### src/rtl/fifo_wr_arbiter_if.sv
`default_nettype none
// ============================================================================
// Module      : fifo_wr_arbiter_if
// Description : Producer handshakes and shared FIFO write port seen by the
//               round-robin write arbiter.
// Revision    : 1.0 - initial release
// ============================================================================
interface fifo_wr_arbiter_if #(
    parameter int NUM_REQ = 4,
    parameter int DATA_W  = 8
);
    localparam int c_ID_W = $clog2(NUM_REQ);

    logic [NUM_REQ-1:0]        req_valid;
    logic [NUM_REQ*DATA_W-1:0] req_data;
    logic [NUM_REQ-1:0]        req_ready;
    logic                      fifo_full;
    logic                      fifo_wr_en;
    logic [DATA_W-1:0]         fifo_wr_data;
    logic                      grant_valid;
    logic [c_ID_W-1:0]         grant_id;

    modport master (
        input  req_valid, req_data, fifo_full,
        output req_ready, fifo_wr_en, fifo_wr_data, grant_valid, grant_id
    );

    modport slave (
        output req_valid, req_data, fifo_full,
        input  req_ready, fifo_wr_en, fifo_wr_data, grant_valid, grant_id
    );
endinterface
`default_nettype wire

### src/rtl/fifo_wr_arbiter.sv
`default_nettype none
// ============================================================================
// Module      : fifo_wr_arbiter
// Description : Round-robin burst arbiter sharing one FIFO write port among
//               NUM_REQ valid/ready producers.
// Revision    : 1.0 - initial release
// ============================================================================
module fifo_wr_arbiter #(
    parameter int NUM_REQ   = 4,
    parameter int DATA_W    = 8,
    parameter int MAX_BURST = 4
) (
    input  logic               clk,
    input  logic               rst,
    fifo_wr_arbiter_if.master  bus
);
    localparam int                 c_ID_W      = $clog2(NUM_REQ);
    localparam int                 c_CNT_W     = $clog2(MAX_BURST) + 1;
    localparam logic [c_CNT_W-1:0] c_LAST_BEAT = c_CNT_W'(MAX_BURST - 1);
    localparam logic [c_ID_W-1:0]  c_LAST_ID   = c_ID_W'(NUM_REQ - 1);

    typedef enum logic [0:0] {
        ST_IDLE  = 1'b0,
        ST_BURST = 1'b1
    } state_t;

    state_t              r_state, w_state_nxt;
    logic [c_ID_W-1:0]   r_grant_id, w_grant_id_nxt;
    logic [c_ID_W-1:0]   r_last_grant, w_last_grant_nxt;
    logic [c_CNT_W-1:0]  r_beat_cnt, w_beat_cnt_nxt;
    logic [c_ID_W-1:0]   w_winner;
    logic                w_found;
    logic                w_in_burst;
    logic                w_sel_valid;
    logic                w_xfer;
    logic [NUM_REQ-1:0]  w_ready;
    logic [DATA_W-1:0]   w_lane [NUM_REQ];
    int                  w_idx;

    for (genvar g = 0; g < NUM_REQ; g++) begin : g_lane
        assign w_lane[g] = bus.req_data[g*DATA_W +: DATA_W];
    end

    // First valid requester after the last one served, wrapping around.
    always_comb begin
        w_found  = 1'b0;
        w_winner = '0;
        w_idx    = 0;
        for (int k = 1; k <= NUM_REQ; k++) begin
            w_idx = (int'(r_last_grant) + k) % NUM_REQ;
            if (!w_found && bus.req_valid[c_ID_W'(w_idx)]) begin
                w_found  = 1'b1;
                w_winner = c_ID_W'(w_idx);
            end
        end
    end

    // Reset gates every output so an in-flight beat is never written.
    assign w_in_burst  = (r_state == ST_BURST) && !rst;
    assign w_sel_valid = bus.req_valid[r_grant_id];
    assign w_xfer      = w_in_burst && w_sel_valid && !bus.fifo_full;

    always_comb begin
        w_ready = '0;
        if (w_in_burst && !bus.fifo_full) begin
            w_ready[r_grant_id] = 1'b1;
        end
    end

    assign bus.req_ready    = w_ready;
    assign bus.fifo_wr_en   = w_xfer;
    assign bus.fifo_wr_data = w_xfer ? w_lane[r_grant_id] : '0;
    assign bus.grant_valid  = w_in_burst;
    assign bus.grant_id     = rst ? '0 : r_grant_id;

    always_comb begin
        w_state_nxt      = r_state;
        w_grant_id_nxt   = r_grant_id;
        w_last_grant_nxt = r_last_grant;
        w_beat_cnt_nxt   = r_beat_cnt;
        case (r_state)
            ST_IDLE: begin
                if (w_found) begin
                    w_state_nxt    = ST_BURST;
                    w_grant_id_nxt = w_winner;
                    w_beat_cnt_nxt = '0;
                end
            end
            ST_BURST: begin
                if (!w_sel_valid) begin
                    w_last_grant_nxt = r_grant_id;
                    w_state_nxt      = ST_IDLE;
                end else if (!bus.fifo_full) begin
                    w_beat_cnt_nxt = r_beat_cnt + 1'b1;
                    if (r_beat_cnt == c_LAST_BEAT) begin
                        w_last_grant_nxt = r_grant_id;
                        w_state_nxt      = ST_IDLE;
                    end
                end
            end
            default: w_state_nxt = ST_IDLE;
        endcase
    end

    always_ff @(posedge clk) begin
        if (rst) begin
            r_state      <= ST_IDLE;
            r_grant_id   <= '0;
            r_last_grant <= c_LAST_ID;
            r_beat_cnt   <= '0;
        end else begin
            r_state      <= w_state_nxt;
            r_grant_id   <= w_grant_id_nxt;
            r_last_grant <= w_last_grant_nxt;
            r_beat_cnt   <= w_beat_cnt_nxt;
        end
    end
endmodule
`default_nettype wire

### src/flat_wrapper.sv
// flat-port wrapper written by rule: the top's interface ports become plain ports
module fifo_wr_arbiter_flat 
#(
    parameter int NUM_REQ   = 4,
    parameter int DATA_W    = 8,
    parameter int MAX_BURST = 4
)
  (clk, rst, bus_req_valid, bus_req_data, bus_fifo_full, bus_req_ready, bus_fifo_wr_en, bus_fifo_wr_data, bus_grant_valid, bus_grant_id);
  fifo_wr_arbiter_if #(.NUM_REQ(NUM_REQ), .DATA_W(DATA_W)) bus_i ();
  input  logic clk;
  input  logic rst;
  input wire logic [$bits(bus_i.req_valid)-1:0] bus_req_valid;
  input wire logic [$bits(bus_i.req_data)-1:0] bus_req_data;
  input wire logic [$bits(bus_i.fifo_full)-1:0] bus_fifo_full;
  output wire logic [$bits(bus_i.req_ready)-1:0] bus_req_ready;
  output wire logic [$bits(bus_i.fifo_wr_en)-1:0] bus_fifo_wr_en;
  output wire logic [$bits(bus_i.fifo_wr_data)-1:0] bus_fifo_wr_data;
  output wire logic [$bits(bus_i.grant_valid)-1:0] bus_grant_valid;
  output wire logic [$bits(bus_i.grant_id)-1:0] bus_grant_id;
  assign bus_i.req_valid = bus_req_valid;
  assign bus_i.req_data = bus_req_data;
  assign bus_i.fifo_full = bus_fifo_full;
  assign bus_req_ready = bus_i.req_ready;
  assign bus_fifo_wr_en = bus_i.fifo_wr_en;
  assign bus_fifo_wr_data = bus_i.fifo_wr_data;
  assign bus_grant_valid = bus_i.grant_valid;
  assign bus_grant_id = bus_i.grant_id;
  fifo_wr_arbiter #(.NUM_REQ(NUM_REQ), .DATA_W(DATA_W), .MAX_BURST(MAX_BURST)) u_core (.clk(clk), .rst(rst), .bus(bus_i));
endmodule
### config.mk
export PLATFORM = sky130hd
export DESIGN_NAME = fifo_wr_arbiter_flat
export DESIGN_NICKNAME = d
export VERILOG_FILES = /design/src/rtl/fifo_wr_arbiter_if.sv /design/src/rtl/fifo_wr_arbiter.sv /design/src/flat_wrapper.sv
export SDC_FILE = /design/constraint.sdc
export NUM_CORES = 1
export LEC_CHECK = 0
export CAP_MARGIN = 20
export CORE_MARGIN = 2
export CORE_UTILIZATION = 38
export CTS_CLUSTER_SIZE = 40
export DETAILED_ROUTE_END_ITERATION = 6
export PLACE_DENSITY = 0.88
export SYNTH_ARGS = -nofsm -noshare
export SYNTH_HDL_FRONTEND = slang
export SYNTH_SLANG_ARGS = --single-unit
### constraint.sdc
create_clock -name clk -period 4.15 [get_ports clk]
set_input_delay 1.0375 -clock clk [delete_from_list [all_inputs] [get_ports clk]]
set_output_delay 1.0375 -clock clk [all_outputs]
set_load 0.02 [all_outputs]
* Yosys cells after proc, flatten, opt, wreduce, memory -nomap -nowiden *
Cells that the tools add are included.

word-level totals
  output and inout port bits = 16
  register bits = 8

operators by class
  equal/unequal tests = 6
  bitwise gates (word level) = 2
  reductions and logical operators = 16
  mux-type cells = 42
  add/sub/neg operators = 5
  $lt $le $gt $ge = 7

operator list
  cell                                                                           count
  8-bit two-way mux                                                              3
  1-bit two-way mux                                                              18
  8-bit binary-select mux with 2-bit select                                      1
  2-bit by 4-bit less-than comparator with 1-bit output (second input constant)  4
  2-bit two-way mux                                                              8
  1-bit binary-select mux with 2-bit select                                      5
  3-bit two-way mux                                                              3
  1-bit logical AND                                                              8
  2-bit != test (second input constant)                                          4
  3-bit case mux with 2 select lines                                             1
  3-bit AND reduction                                                            2
  1-bit logical NOT                                                              5
  2-bit by 1-bit adder with 2-bit output (second input constant)                 2
  2-bit adder (second input constant)                                            2
  4-bit two-way mux                                                              1
  3-bit by 1-bit adder with 3-bit output (second input constant)                 1
  3-bit by 2-bit equality test with 1-bit output (second input constant)         1
  3-bit >= comparator (second input constant)                                    1
  2-bit by 3-bit less-than comparator with 1-bit output (second input constant)  1
  2-bit inverter with 3-bit output                                               1
  1-bit demux with 2-bit select                                                  1
  2-bit by 1-bit >= comparator with 1-bit output (second input constant)         1
  2-bit by 1-bit != test with 1-bit output (second input constant)               1
  1-bit case mux with 2 select lines                                             1
  other kinds (2)                                                                2

* Logic depth before layout (Yosys ltp) *
  word-level depth = 16
  mapped depth = 6
  mapped depth without buffers = 6

* Least setup slack after synthesis *
No wires, ideal clock.

  kind = input to output
  start = in bus_req_valid[3]
  end = out bus_fifo_wr_data[0]
  buffers on the path = 0
  setup slack = 1105 ps
  arrival time = 2008 ps
  cell stages on the path = 4
  required time = 3113 ps
  path through = mux2i_1 mux2_2 nand2b_1 nor2b_1

on the way
  cells in the longest elaborated chain, start to end = 5

RTL lines
  element                                    line                   source
  from (decl)                                flat_wrapper.sv:12     input wire logic [$bits(bus_i.req_valid)-1:0] bus_req_valid;
  1-bit binary-select mux with 2-bit select  fifo_wr_arbiter.sv:60  assign w_sel_valid = bus.req_valid[r_grant_id];
  1-bit two-way mux (not written as such)    fifo_wr_arbiter.sv:60
  1-bit logical AND (2 in a row)             fifo_wr_arbiter.sv:61  assign w_xfer = w_in_burst && w_sel_valid && !bus.fifo_full;
  8-bit two-way mux                          fifo_wr_arbiter.sv:72  assign bus.fifo_wr_data = w_xfer ? w_lane[r_grant_id] : '0;
  to (decl)                                  flat_wrapper.sv:17     output wire logic [$bits(bus_i.fifo_wr_data)-1:0] bus_fifo_wr_data;

Every way passes these cells. The select of a mux whose other input is x is not followed.

* Final worst setup path *
  start = in bus_req_valid[2]
  end = out bus_fifo_wr_data[3]

Same word-level chain as after synthesis.

==> results.cfg <==
[timing]
period_share_pct = 97.3
setup_viol = 0
hold_violations = 0
finalMaxSlewViolations = 0
tightest_slew_ps = 645
timing.hold.ws_ps = 484
max_freq_ghz = 0.248
tns_ps = 0
min_period_ps = 4040
finClkSkew_ps = 5.36
max_slew_margin_pct = 56.9
rsz0062_at_grt = no
timing.final.ws_setup_ps = 114

[routing]
wl_um = 2890
via_per_inst = 5.64
drt_iter0_drc = 14
drt_first_pass_iters = 4
ant_nets = 0
vias = 1009
post-route-drc-count = 0
avgRoutedWirePerCell_um = 16.1

[layout]
instances_no_fill = 179
final_nets = 195
postLayoutCoreUtil_pct = 72.5
fill_cells = 166
fin_area_um2 = 1450
diodes = 0
mostFrequentLayoutCell = clkdlybuf4s50_1
area_growth_pct = 74.7
multi_input_area_um2 = 616
drive_above_1_share_pct = 15.1
regArea_um2 = 160
final_cell_mix = 54 x clkdlybuf4s50_1, 11 x nor2b_1, 9 x nor2_1

[critical_path]
critical_path.slowest_cell = clkdlybuf4s50_1
cp-start-kind = input port
cp.arrival_ps = 3000
crit_type = in -> out
path_common_cell = clkdlybuf4s50_1
cpPeakStageDelay_ps = 620
critical_path.max_fanout = 9
cp_num_buf_inv = 2
required_ps = 3110
endpoint_kind = primary output
cp_top_family = buffers and inverters
crit_chain = clkdlybuf4s50_1 -> mux2i_1 -> mux2_2 -> nand2b_2 -> nor2b_1 -> clkdlybuf4s50_1

[pwr]
internal_power_uw = 207
combPwrFrac_pct = 48.8
irDropWorstVdd_uv = 231
p_seq_share_pct = 32.1
switching_share_pct = 31.0
clock_power_share_pct = 19.1
p_leak_nw = 0.565
p_sw_uw = 93.3
power_density_nw_per_um2 = 207
finalPower_uw = 301

[logic_synthesis]
avgSynthCellArea_um2 = 8.84
synthTopCellsByArea = mux4_2 22%, dfxtp_1 19%, nor2b_1 8.3%, mux2i_1 6.0%, nor2_1 4.1%
yosys.area.top_type = mux4_2
ys_ff_latch = 8
ys.warnings.count = 0
ys_seq_area_share_pct = 19.3
yosysTopAreaCellShare_pct = 21.7
ys_types = 30
synth_area_um2 = 831
synth_cells = 94
syn_nets = 135

[clock_network]
clock-root-buffer = clkbuf_4
cts_tree = done
clock_latency_ps = 250
clock_path_buffers = 2
cts_setup_buffers = 0
cts.sinks = 8
htreeDepth = 1
path_clk_slew_ps = 50
numCtsBuffers = 3

[die]
start_util_pct = 41.5
die_h_um = 50.8
ioPinCount = 55
core_um2 = 2000
num_rows = 16
die-area_um2 = 2580
dieWidth_um = 50.8

[placement]
place_congestion = 0.839
dp_hpwl_um = 2430
pre_cts_slack_ps = 48.3
placed_area_um2 = 1430
place_inst = 176
port_buffers = 54

[grt]
grt_pass1_vias = 961
grt_max_degree = 17
antenna_found_initial = 0
grt_util_all_layers_pct = 23.2
grt.overflow.total = 0
grt_pass1_wl_um = 4520

[hold_path]
hold_class = reg -> reg

[status]
status = finished, final reports clean

[run]
maxCapViolations = 0
cell families (layout without fill, tap and decap cells):
| family | after synthesis | count (layout) | synth area share, % |
|---|---|---|---|
| fa+ha+maj | 2 | 2 | 3.01 |
| flops | 8 | 8 | 19.3 |
| compound gates | 18 | 18 | 15.7 |
| simple gates | 37 | 37 | 23.3 |
| mux | 16 | 16 | 31.8 |
| buf+inv | 13 | 71 | 6.93 |
worst min-delay path, stage by stage, from the launching register on:
cell and delay [ps]:
dfxtp_1 310, nand3_1 70, mux2i_1 60
metal layers:
metal	part of all wire (%)	GRT usage [%]
met1	38	26.2
met2	51	43.4
met3	10	5.65
met4	0.55	5.41
met5	0	0
sequential cells by signal, indices dropped and copies added, names as in the netlist:
signal,cells
u_core.r_beat_cnt,3
u_core.r_grant_id,2
u_core.r_last_grant,2
u_core.r_state,1
repair_timing:
action | 4_1_cts | 5_1_grt
gates resized for setup | 0 | 1
endpoints found under the setup margin | 0 | 8
hold buffers | 0 | 0
final timing paths:
| path | from | slack (ps) | endpoint | cells past startpoint |
|---|---|---|---|---|
| setup / recovery | bus_req_valid[2] | 110 | bus_fifo_wr_data[3] | 6 |
| hold / removal | u_core.r_beat_cnt[1] | 480 | u_core.r_beat_cnt[1] | 2 |
| setup reg to reg | u_core.r_grant_id[1] | 2160 | u_core.r_beat_cnt[2] | 4 |
| hold reg to reg | u_core.r_beat_cnt[1] | 480 | u_core.r_beat_cnt[1] | 2 |
synth_stat cells:
cell type,count
or3_1,1
a21o_1,2
mux4_2,8
and3_1,1
or3b_1,1
nor3_1,4
mux2i_1,5
a211oi_1,2
dfxtp_1,8
nor2_1,9
buf_2,1
nor2b_1,11
buf_4,2
nor4_1,2
o21ai_0,2
a311oi_1,1
inv_1,7
clkbuf_1,2
a21oi_1,2
nand2b_1,2
o31ai_2,1
o22ai_1,2
nand2_1,4
ha_1,2
nand3_1,2
mux2_2,3
buf_1,1
o221ai_1,1
o211ai_1,3
o31ai_1,2
area by class of cell:
type	count	share of cell area [%]
clock buffers	3	1.55
flip-flops and latches	8	11.0
repair buffers	61	40.9
well taps	27	2.33
multi-input cells	73	42.4
inverters	7	1.81
power groups by stage:
stage	Combinational, mW	Clock (mW)	Sequential [mW]
floorplan	0.0901	0	0.0884
global placement	0.141	0	0.0973
detailed placement	0.147	0	0.0979
CTS	0.147	0.0594	0.0963
global route	0.158	0.0625	0.0976
finish	0.147	0.0574	0.0967
Power figures use the tool's default switching activity.
